### src/rtl/paridade_stream.sv
// -----------------------------------------------------------------------------
// paridade_stream
//
// Purpose:
//   Single-stage streaming parity checker. Each accepted word carries a
//   payload plus one parity bit. The block strips the parity bit and
//   registers the payload together with an error flag. It also keeps
//   error statistics: a sticky flag and an optional saturating counter.
//   The valid/ready handshake has one output register and no stall
//   bubble.
//
// Parameters:
//   DATA_W  - payload width in bits (>= 1)
//   PAR_ODD - 0: even parity, 1: odd parity
//   CNT_W   - error counter width in bits (>= 1)
//
// Configuration macro:
//   PARIDADE_STREAM_CONTADOR_EN - when defined, the saturating error
//   counter is built. When undefined, cont_erros is tied to 0 and the
//   port list stays the same.
//
// Ports:
//   clk          in   sole clock, rising edge
//   rst_n        in   asynchronous active-low reset
//   in_valid     in   upstream word valid
//   in_dado      in   [DATA_W] parity bit, [DATA_W-1:0] payload
//   in_ready     out  block can accept a word this cycle
//   out_valid    out  checked word available
//   out_dado     out  payload of the checked word
//   out_erro     out  parity-error flag for the word on out_dado
//   out_ready    in   downstream accepts the output word
//   clr_erros    in   synchronous clear of error statistics
//   erro_sticky  out  set once any accepted word failed parity
//   cont_erros   out  saturating count of erroneous accepted words
// -----------------------------------------------------------------------------
module paridade_stream #(
   parameter int DATA_W  = 8,
   parameter int PAR_ODD = 0,
   parameter int CNT_W   = 8
) (
   input  logic              clk,
   input  logic              rst_n,
   input  logic              in_valid,
   input  logic [DATA_W:0]   in_dado,
   output logic              in_ready,
   output logic              out_valid,
   output logic [DATA_W-1:0] out_dado,
   output logic              out_erro,
   input  logic              out_ready,
   input  logic              clr_erros,
   output logic              erro_sticky,
   output logic [CNT_W-1:0]  cont_erros
);

   logic              r_valid;
   logic [DATA_W-1:0] r_dado;
   logic              r_erro;
   logic              r_sticky;

   logic              w_accept;
   logic              w_erro_in;
   logic              w_novo_erro;

   // The reduction XOR over payload and parity bit is 0 for a good
   // even-parity word. XORing with the mode bit makes the same
   // expression serve odd parity.
   assign w_erro_in   = (^in_dado) ^ (PAR_ODD != 0);

   // Ready while the output register is empty or is being drained this
   // cycle. Under reset r_valid is 0, so this reads 1.
   assign in_ready    = !r_valid || out_ready;
   assign w_accept    = in_valid && in_ready;
   assign w_novo_erro = w_accept && w_erro_in;

   // Output register. Payload and flag load only on acceptance, so they
   // hold while the word is stalled.
   // NOTE: every register in this block is written with non-blocking
   // assignments, so all updates use the values from before the edge.
   always_ff @(posedge clk or negedge rst_n) begin
      if (!rst_n) begin
         // NOTE: data registers are reset too, not only the valid bit,
         // because the outputs must read 0 while reset is active.
         r_valid <= 1'b0;
         r_dado  <= '0;
         r_erro  <= 1'b0;
      end else if (w_accept) begin
         r_valid <= 1'b1;
         r_dado  <= in_dado[DATA_W-1:0];
         r_erro  <= w_erro_in;
      end else if (out_ready) begin
         r_valid <= 1'b0;
      end
   end

   // Sticky error flag. A clear and a new error in the same cycle leave
   // the flag set: the clear is applied first, then the new error.
   always_ff @(posedge clk or negedge rst_n) begin
      if (!rst_n) begin
         r_sticky <= 1'b0;
      end else if (clr_erros) begin
         r_sticky <= w_novo_erro;
      end else if (w_novo_erro) begin
         r_sticky <= 1'b1;
      end
   end

`ifdef PARIDADE_STREAM_CONTADOR_EN
   logic [CNT_W-1:0] r_cont;

   // Saturating error counter. Clearing in the same cycle as a new
   // error restarts the count at 1.
   always_ff @(posedge clk or negedge rst_n) begin
      if (!rst_n) begin
         r_cont <= '0;
      end else if (clr_erros) begin
         r_cont <= CNT_W'(w_novo_erro);
      end else if (w_novo_erro && (r_cont != '1)) begin
         r_cont <= r_cont + CNT_W'(1);
      end
   end

   assign cont_erros = r_cont;
`else
   assign cont_erros = '0;
`endif

   assign out_valid   = r_valid;
   assign out_dado    = r_dado;
   assign out_erro    = r_erro;
   assign erro_sticky = r_sticky;

endmodule

### config.mk
export PLATFORM = sky130hd
export DESIGN_NAME = paridade_stream
export DESIGN_NICKNAME = d
export VERILOG_FILES = /design/src/rtl/paridade_stream.sv
export SDC_FILE = /design/constraint.sdc
export NUM_CORES = 1
export LEC_CHECK = 0
export ABC_AREA = 0
export CORE_MARGIN = 2
export CORE_UTILIZATION = 37
export CTS_BUF_LIST = sky130_fd_sc_hd__clkbuf_8
export DETAILED_ROUTE_END_ITERATION = 10
export PLACE_DENSITY = 0.8
export SLEW_MARGIN = 20
export SYNTH_ARGS = -nofsm -noshare
export SYNTH_HDL_FRONTEND = slang
export SYNTH_SLANG_ARGS = --single-unit
### constraint.sdc
create_clock -name clk -period 1.5 [get_ports clk]
set_input_delay 0.3 -clock clk [delete_from_list [all_inputs] [get_ports clk]]
set_output_delay 0.3 -clock clk [all_outputs]
set_load 0.01 [all_outputs]
* Word-level counts from Yosys, hierarchy flattened
Cells that the tools add are included.
** Storage, ports and cells
- Word-level logic and storage cells :: 15
- Output and inout port bits :: 20
- Register bits :: 11
** Operators by class
- Muxes and demuxes :: 4
- Reduce and logical (&&, ||, !) cells :: 7
** Operators with widths (number)
- parity 9 bit :: 1
- 2-to-1 mux 1 bit :: 4
- nonzero test 2 bit :: 2
- logical AND 1 bit :: 2
- zero test 1 bit :: 1
- logical OR 1 bit :: 1

* Depth between registers and ports, before layout
- Depth in word-level cells :: 6
- Mapped depth :: 4
- Depth with buffers taken out :: 4

* Least setup slack after synthesis
OpenSTA, ideal clock, no wires.
- Path type :: input to register
- Start :: input in_dado[1]
- End :: register r_erro, in the netlist out_erro
- Slack :: 0.164 ns
- Stages :: 4
- Buffers on the path :: 0
- Data required time :: 1.436 ns
- Setup time :: 0.064 ns
- Arrival :: 1.272 ns
- Cell sequence :: xnor3_1 -> or3b_1 -> mux2i_1 -> a21o_1
** On the way
- Longest elaborated chain between the ends :: 1
** Ends and longest elaborated chain
- start: declaration :: RTL line 44 : input logic [DATA_W:0] in_dado,
- parity 9 bit :: RTL line 67 : assign w_erro_in = (^in_dado) ^ (PAR_ODD != 0);
- end signal: assignment :: RTL line 89 : r_erro <= w_erro_in;
- end: declaration :: RTL line 57 : logic r_erro;
Every way passes these cells.
A chain may end at the register's enable or synchronous reset.

* Worst setup path after layout
- Start :: input out_ready
- End :: register r_erro, in the netlist out_erro
** On the way
- Longest elaborated chain between the ends :: 2
** Ends and longest elaborated chain
- start: declaration :: RTL line 49 : input logic out_ready,
- logical OR 1 bit :: RTL line 71 : assign in_ready = !r_valid || out_ready;
- logical AND 1 bit :: RTL line 72 : assign w_accept = in_valid && in_ready;
Every way passes these cells.

==> metrics <==
final setup margin=0.0713 ns; Die ar.=1840 µm²; Buffers on Ports=25; Crit Path Category=in -> reg; core area=1450 µm²; Clock Sinks=11; status=complete, no violations; # diodes=0; synthesis-stage register bit count=11; CP Data Arrival Time=1.60 ns; CTS tree=built; DRC violations left=0; FF-to-FF setup slack=0.22 ns; WHS Path Cells=2; crit path time final=1.43 ns; DRT Wirelength=1060 µm; GRT Total Usage=13.4%; die width=42.9 µm; Mapped Area=561 µm²; Setup crit start kind=input pin; layout cells sized above 1=22.4%; Synth Warn #=0; Final Hold Viols=0; Initial Util=38.6%; Setup crit end kind=register; first-pass GRT wire length=1740 µm; hpwl dp=827 µm; drt first pass iters=1; drt wl/cell=11.5 µm; number of H-tree levels=1; Tcrit/Tclk final=95.2%; row count=14; violation count after the first detailed-route iteration=0; RSZ-0062 raised after global routing=true; Max Slew Vio Count=0; commonest cells after routing, fill and taps aside=clkdlybuf4s50_1, dfrtp_1, mux2_2, conb_1, dlygate4sd2_1; sequential area share after synthesis=49.1%; CP required=1.67 ns; Final setup viols=0; LEAKAGE=0.000453 µW; Worst-Skew Late Latency=0.23 ns; clk_skew=0.00178 ns; # nets final=91; commonest non-fill, non-tap cell in the layout=clkdlybuf4s50_1; Fmax=700 MHz; vias per std cell=4.47; Max Buffers Root-to-Sink=2; TritonCTS buffer count=3; Placed Cells=87; Synth cell types=14; CTS root buf=clkbuf_8; Worst-path clk slew=0.05 ns; worst hold endpoint=out_dado[5]; via count=411; Placement Setup Slack=-0.415 ns; Synth Area per Inst=13.0 µm²; hold_buf cts=0; Max VDD drop=0.519 mV; reg-to-reg startpoint=out_valid; hold slack=0.363 ns; GRT overflow=0; Register-to-Register Path Depth=5; antenna-violating nets left=0; largest net degree at the start of global routing=12; crit-path max FO=4; vias in the first global route=425; Power Dens Cells=1070 nW/µm²; GPL Wtd Cong=0.694; worst hold path type=in -> reg; Mapped Cells=43; Die Y=42.9 µm; initial antenna violation count=0; Reg2Reg Capture Point=out_erro; final cell count without fillers=92; Area Overhead vs Synth=57.8%; max-cap viol count=0; hold path startpoint=in_dado[5]; Ports=34
-- routing by layer --
| layer | global-route usage (%) | vias to the layer above | share of wire (%) | wire [µm] |
|---|---|---|---|---|
| met4 | 11.3 | 0 | 2.9 | 31 |
| met2 | 20.9 | 26 | 45 | 476 |
| met3 | 4.68 | 4 | 12 | 125 |
| met1 | 14.1 | 189 | 40 | 422 |
| met5 | 0 | - | 0 | 0 |
| li1 | - | 192 | - | - |
-- sequential cells by signal, summed over array words and instances, names as in the netlist --
name,flops
out_erro,1
out_dado,8
erro_sticky,1
out_valid,1
-- critical path, stage by stage --
cell and delay (ns):
clkdlybuf4s50_1 0.44, nand2b_1 0.11, buf_4 0.12, or3b_1 0.33, mux2i_1 0.19, a21o_1 0.11
-- Yosys cell counts --
| master | number | area [µm²] |
|---|---|---|
| conb_1 | 1 | 3.75 |
| mux2_2 | 8 | 90.1 |
| xnor3_1 | 2 | 45.0 |
| inv_1 | 2 | 7.51 |
| nand2_1 | 2 | 7.51 |
| or3b_1 | 1 | 8.76 |
| nand3_1 | 1 | 5.00 |
| buf_4 | 8 | 60.1 |
| xnor2_1 | 2 | 17.5 |
| nand2b_1 | 1 | 6.26 |
| a21o_1 | 2 | 15.0 |
| dfrtp_1 | 11 | 275 |
| xor2_1 | 1 | 8.76 |
| mux2i_1 | 1 | 10.0 |
-- repair_timing --
action / CTS / global route
resized for setup: 6 / 3
buffers inserted: 1 / 0
endpoints found under the hold margin: 0 / 0
setup endpoints to repair: 3 / 2
pin swaps: 2 / 3
-- area by class of cell --
cell class | instances | area [µm²]
fillers | 118 | 569
repair buffers | 30 | 285
flip-flops and latches | 11 | 275
multi-input cells | 29 | 251
clock buffers | 3 | 41.3
well taps | 16 | 20.0
inverters | 2 | 7.51
clock inverters | 1 | 3.75
-- power by group --
| part | switching, µW | total (µW) | leakage (µW) | internal, µW |
|---|---|---|---|---|
| Clock | 102 | 281 | 0.0000269 | 179 |
| Combinational | 105 | 297 | 0.000297 | 191 |
| Sequential | 24.7 | 372 | 0.000129 | 348 |
-- worst max path at each step --
stage,startpoint,endpoint,slack [ns],depth (start not counted)
finish,out_ready,out_erro,0.07,6
global route,out_ready,erro_sticky,-0.01,6
CTS,in_dado[6],out_erro,0.007,5
detailed placement,in_dado[1],out_erro,-0.42,5
global placement,in_dado[1],out_erro,-0.38,5
floorplan,in_dado[1],out_erro,0.16,4
-- per-stage QoR --
stage / TNS [ns] / area (µm²) / utilization [%] / total power (µW)
2_1_floorplan: 0 / 587 / - / 518
5_1_grt: -0.0183 / 885 / 60.8 / 1000
6_report: 0 / 885 / 60.8 / 950
3_5_place_dp: -2.23 / 827 / 56.9 / 675
4_1_cts: 0 / 872 / 60.0 / 962
3_3_place_gp: -2.10 / 827 / 56.9 / 669
-- kinds of logic (layout without fill, tap and decap cells) --
kind of cell              Yosys count  count (layout)  share of synthesized area (%)
muxes                               9               9                           17.9
other                               1               8                          0.669
buffers and inverters              10              36                           12.1
xor gates and xnor gates            5               5                           12.7
AOI/OAI and AO/OA                   2               2                           2.68
and+or+nand+nor                     5               5                           4.91
DFF                                11              11                           49.1
Power figures use the tool's default switching activity.
